File: config.mk
export PLATFORM = sky130hd
export DESIGN_NAME = serial_subtractor
export DESIGN_NICKNAME = d
export VERILOG_FILES = /design/src/rtl/arith_pkg.sv /design/src/rtl/full_subtractor.sv /design/src/rtl/serial_subtractor.sv
export SDC_FILE = /design/constraint.sdc
export NUM_CORES = 1
export LEC_CHECK = 0
export CAP_MARGIN = 25
export CORE_MARGIN = 4
export CORE_UTILIZATION = 51
export DETAILED_ROUTE_END_ITERATION = 10
export PLACE_DENSITY = 0.76
export SLEW_MARGIN = 10
export SYNTH_ARGS = -nofsm -noshare
export SYNTH_HDL_FRONTEND = slang
export SYNTH_SLANG_ARGS = --single-unit
export TNS_END_PERCENT = 5
File: constraint.sdc
create_clock -name clk -period 1.76 [get_ports clk]
set_input_delay 0.176 -clock clk [delete_from_list [all_inputs] [get_ports clk]]
set_output_delay 0.176 -clock clk [all_outputs]
set_load 0.01 [all_outputs]
File: src/rtl/arith_pkg.sv
// Shared definitions for the serial arithmetic blocks.
package arith_pkg;

  // Default operand width shared with the adder blocks.
  localparam int unsigned DEFAULT_WIDTH = 8;

  // Sequencer state encoding.
  localparam logic [1:0] ST_IDLE_ENC = 2'd0;
  localparam logic [1:0] ST_RUN_ENC  = 2'd1;
  localparam logic [1:0] ST_DONE_ENC = 2'd2;

  typedef enum logic [1:0] {
    ST_IDLE = ST_IDLE_ENC,
    ST_RUN  = ST_RUN_ENC,
    ST_DONE = ST_DONE_ENC
  } state_t;

endpackage : arith_pkg

File: src/rtl/full_subtractor.sv
// Single-bit full subtractor cell; counterpart of the ripple full-adder cell.
module full_subtractor
  import arith_pkg::*;
(
  input  logic a,
  input  logic b,
  input  logic bin,
  output logic diff,
  output logic bout
);

  // Difference bit and borrow out of a - b - bin.
  assign diff = a ^ b ^ bin;
  assign bout = (~a & b) | (~(a ^ b) & bin);

endmodule : full_subtractor

File: src/rtl/serial_subtractor.sv
// Bit-serial subtractor: one full-subtractor stage, LSB first, registered borrow.
module serial_subtractor
  import arith_pkg::*;
#(
  parameter int unsigned WIDTH = DEFAULT_WIDTH
) (
  input  logic             clk,
  input  logic             rst_n,
  input  logic             start,
  input  logic [WIDTH-1:0] a,
  input  logic [WIDTH-1:0] b,
  input  logic             bin,
  output logic             busy,
  output logic             done,
  output logic [WIDTH-1:0] diff,
  output logic             bout
);

  localparam int unsigned CNT_W = $clog2(WIDTH) + 1;

  state_t           state;
  state_t           state_nxt;
  logic             busy_nxt;
  logic             done_nxt;

  logic [WIDTH-1:0] a_sh;
  logic [WIDTH-1:0] b_sh;
  logic [WIDTH-1:0] d_sh;
  logic [WIDTH-1:0] d_sh_nxt;
  logic             brw;
  logic [CNT_W-1:0] cnt;

  logic             bit_d;
  logic             bit_nb;
  logic             last_c;

  // Active bit position always sits at index 0 of the operand shifters.
  full_subtractor u_fs (
    .a    (a_sh[0]),
    .b    (b_sh[0]),
    .bin  (brw),
    .diff (bit_d),
    .bout (bit_nb)
  );

  // New difference bit enters at the MSB; a one-bit result is just the bit.
  if (WIDTH == 1) begin : g_dsh_w1
    assign d_sh_nxt = bit_d;
  end else begin : g_dsh_wn
    assign d_sh_nxt = {bit_d, d_sh[WIDTH-1:1]};
  end

  assign last_c = (cnt == CNT_W'(WIDTH - 1));

  // Next-state and status decode; busy/done follow the state being entered.
  always_comb begin
    state_nxt = state;
    case (state)
      ST_IDLE: if (start)  state_nxt = ST_RUN;
      ST_RUN:  if (last_c) state_nxt = ST_DONE;
      ST_DONE:             state_nxt = ST_IDLE;
      default:             state_nxt = ST_IDLE;
    endcase
    busy_nxt = (state_nxt != ST_IDLE);
    done_nxt = (state_nxt == ST_DONE);
  end

  // State register with registered status flags.
  always_ff @(posedge clk or negedge rst_n) begin
    if (!rst_n) begin
      state <= ST_IDLE;
      busy  <= 1'b0;
      done  <= 1'b0;
    end else begin
      state <= state_nxt;
      busy  <= busy_nxt;
      done  <= done_nxt;
    end
  end

  // Operand load, per-bit shift and result capture on the final bit.
  always_ff @(posedge clk or negedge rst_n) begin
    if (!rst_n) begin
      a_sh <= '0;
      b_sh <= '0;
      d_sh <= '0;
      brw  <= 1'b0;
      cnt  <= '0;
      diff <= '0;
      bout <= 1'b0;
    end else begin
      case (state)
        ST_IDLE: begin
          if (start) begin
            a_sh <= a;
            b_sh <= b;
            brw  <= bin;
            cnt  <= '0;
            d_sh <= '0;
          end
        end
        ST_RUN: begin
          d_sh <= d_sh_nxt;
          a_sh <= a_sh >> 1;
          b_sh <= b_sh >> 1;
          brw  <= bit_nb;
          cnt  <= cnt + CNT_W'(1);
          if (last_c) begin
            diff <= d_sh_nxt;
            bout <= bit_nb;
          end
        end
        default: begin
        end
      endcase
    end
  end

endmodule : serial_subtractor

==> impl_results.md <==
- HPWL Detailed: 2490 um
- Die Area: roughly 4300 um^2
- Critical Path Max Stage Delay: around 420 ps
- Clock Tree Buf Depth: 2
- Syn Nets: ~180
- Critical Path RT: roughly 2000 ps
- Final Skew: roughly 14 ps
- Gr ovfl total: 0
- Max Fclk: just over 600 MHz
- Post-synth ARST share: 100%
- Hold_sp: b[7]
- Setup Total Neg Slack: 0 ps
- Worst Reg-to-Reg Cells: 4
- Adder-Cell Fraction of Synth Area: 1.92%
- Unrepaired setup endpoints after global routing: no
- Layout net count: ~220
- Final setup fails: 0
- Count of different cell masters after synthesis: 25
- Max-slew headroom: ~66%
- Hold WC Path Type: input port to register
- Via-per-instance ratio: 5.42
- Final hold violation count: 0
- CP endpoint kind: register
- # clock sinks: 41
- Mapped Avg Cell Area: ~11 um^2
- DRC: 0
- Routed length per instance: ~15 um
- Hold Crit Depth: 3
- CP max-delay cell: dfrtp_1
- Hold Buf Count CTS: 1
- Mux contribution to synthesized area: 6.49%
- Worst-path fanout max: 9
- Synthesis-to-layout area growth: 27.2%
- Main synth FF type: dfrtp_1
- Skew-Pair Late Insertion Delay: between 300 and 400 ps
- Worst-path cell chain: ha_1, nand2_1, nor3_4, mux2_2
- GRT Total Usage: 19.0%
- Critical path class: register to register
- Reg2reg setup slack: 120 ps
- Syn. warnings: 0
- Vias: 1,291
- Most numerous cell in the Yosys netlist: dfrtp_1
- Post-synthesis simple-gate area fraction: between 10% and 20%
- Cts bufs inserted: 5
- CTS tree: built
- Clock transition at the registers of the reported paths: ~120 ps
- Clk root buf: clkbuf_4
- Pwr dens: between 1500 and 2000 nW/um^2
- Area of the mapped netlist: around 1700 um^2
- Tcrit/Tclk final: between 90% and 100%
- IO buf count: 30
- Post-CTS Resized: 0
- Post-synth EDFFs: 0
- Post-Synth XOR/XNOR Area: 0%
- Post-CTS setup repair buffer count: 0
- RR Endpoint: diff[2]
- WHS Endpoint: b_sh[7]
- Post-route ant nets: 0
- Yosys top cell area share: 60.5%
- Largest cells by area after synthesis: dfrtp_1, nand2_1, mux2_2
- First-pass GRT wire length: between 6000 and 7000 um
- Fin crit period: 1640 ps
- Setup ws final: approximately 120 ps
- Gpl congestion: ~0.73
- Largest area contributor in the netlist: dfrtp_1
- Pre-antenna DRT Iters: 4
- Post-Synthesis Cells: 156
- LEAKAGE: ~0.00095 uW
- Max_cap viols: 0
- Share of post-route cells with drive strength above 1: around 14%
- Top cells by count, synth: dfrtp_1, nand2_1, nor3_1, o22ai_1, nor2_1
- Vias in the first global route: roughly 1.4k
- Row count: 20
- Dpl ws: between 100 and 150 ps
- Slew @ Worst Pin: between 500 and 600 ps
- Total power: ~3800 uW
- Drt total wl: 3530 um
- Overall die width: about 66 um
- Maximum VDD drop: about 0.001 V
- Initial Utilization: a little over half
- Compound-Gate Fraction of Synth Area: 7.90%
- Htree depth: 2
- Seq/Total Area, Yosys: 60.5%
- Crit path DAT: around 1900 ps
- Ports: 31
- Chip height: 65.7 um
- Slew Viols, Final: 0
- Initial antenna violation count: 0
- # fillers: between 200 and 250
- Total core area: between 3000 and 4000 um^2
- Main combinational cell family by area after synthesis: simple AND/OR/NAND/NOR gates
- Yosys reg bits: slightly above 40
- Crit path launch type: register
- FF-to-FF Start: cnt[0]
- Largest net degree at the start of global routing: between 40 and 50
- Outcome: completed
- Drt initial violations: 149
- # diodes: 0
## critical path, delay by kind of cell, from the launching register on
kind                     cells  cell delay [ps]
AND/OR/NAND/NOR              2              500
multiplexers                 1              400
adder cells (fa/ha/maj)      1              200
flip-flops                   1              420
## power breakdown
part / leakage [uW] / switching [uW] / internal [uW]
clock network: 0.0000455 / 286 / 339
registers: 0.000492 / 273 / 1370
logic: 0.000416 / 787 / 759
## metrics by stage
step           instance area (um^2)  hold WS (ps)  cells  util, %
2_1_floorplan                  1700          -120    156        -
5_1_grt                        2160           354    238     69.0
3_3_place_gp                   2060           255    229     65.9
6_report                       2160           349    238     69.0
4_1_cts                        2160           338    238     69.0
3_5_place_dp                   2060           266    229     65.9
## placed cells by master, fill, tap and decap left out, types with 2 or more instances in the layout
cell type	n
dfrtp_1	41
clkdlybuf4s50_1	29
nand2_1	25
nor3_1	14
o22ai_1	14
nor2_1	13
nand3_1	10
mux2_2	8
buf_4	8
clkbuf_4	5
inv_1	4
o21ai_0	2
o21bai_1	2
mux2i_1	2
## registers in the layout (all words and copies together), names as in the netlist
signal  count
d_sh        7
brw         1
state       2
busy        1
done        1
diff        8
cnt         4
b_sh        8
bout        1
a_sh        8
## worst max-delay path by stage
stage,start,end,slack (ps),cells past startpoint
global route,cnt[0],diff[2],20,4
floorplan,cnt[0],diff[0],320,4
finish,cnt[0],diff[2],120,4
CTS,cnt[0],diff[6],130,4
global placement,cnt[0],diff[6],200,4
detailed placement,cnt[0],diff[2],150,4
## logic make-up (layout without fill, tap and decap cells)
| kind of cell | after synthesis | after routing |
|---|---|---|
| flops | 41 | 41 |
| buf+inv | 13 | 51 |
| fa+ha+maj | 2 | 2 |
| mux | 10 | 10 |
| compound gates | 21 | 21 |
| simple gates | 69 | 69 |
## layout make-up
cell class	count	area [um^2]	area share (%)
Sequential cell	41	1030	47.6
Multi-Input combinational cell	102	611	28.3
Timing Repair Buffer	39	365	16.9
Clock buffer	7	55.1	2.55
Tap cell	44	55.1	2.55
Clock inverter	1	30.0	1.39
Inverter	4	15.0	0.696
## metal layers
metal / up-vias / wire (um) / track usage, %
met5: - / 0 / 0
met4: 0 / 10 / 3.63
met3: 2 / 181 / 5.47
met2: 36 / 1850 / 30.8
met1: 636 / 1480 / 25.5
li1: 617 / - / -
No activity file was read; power rests on OpenSTA's default activity.
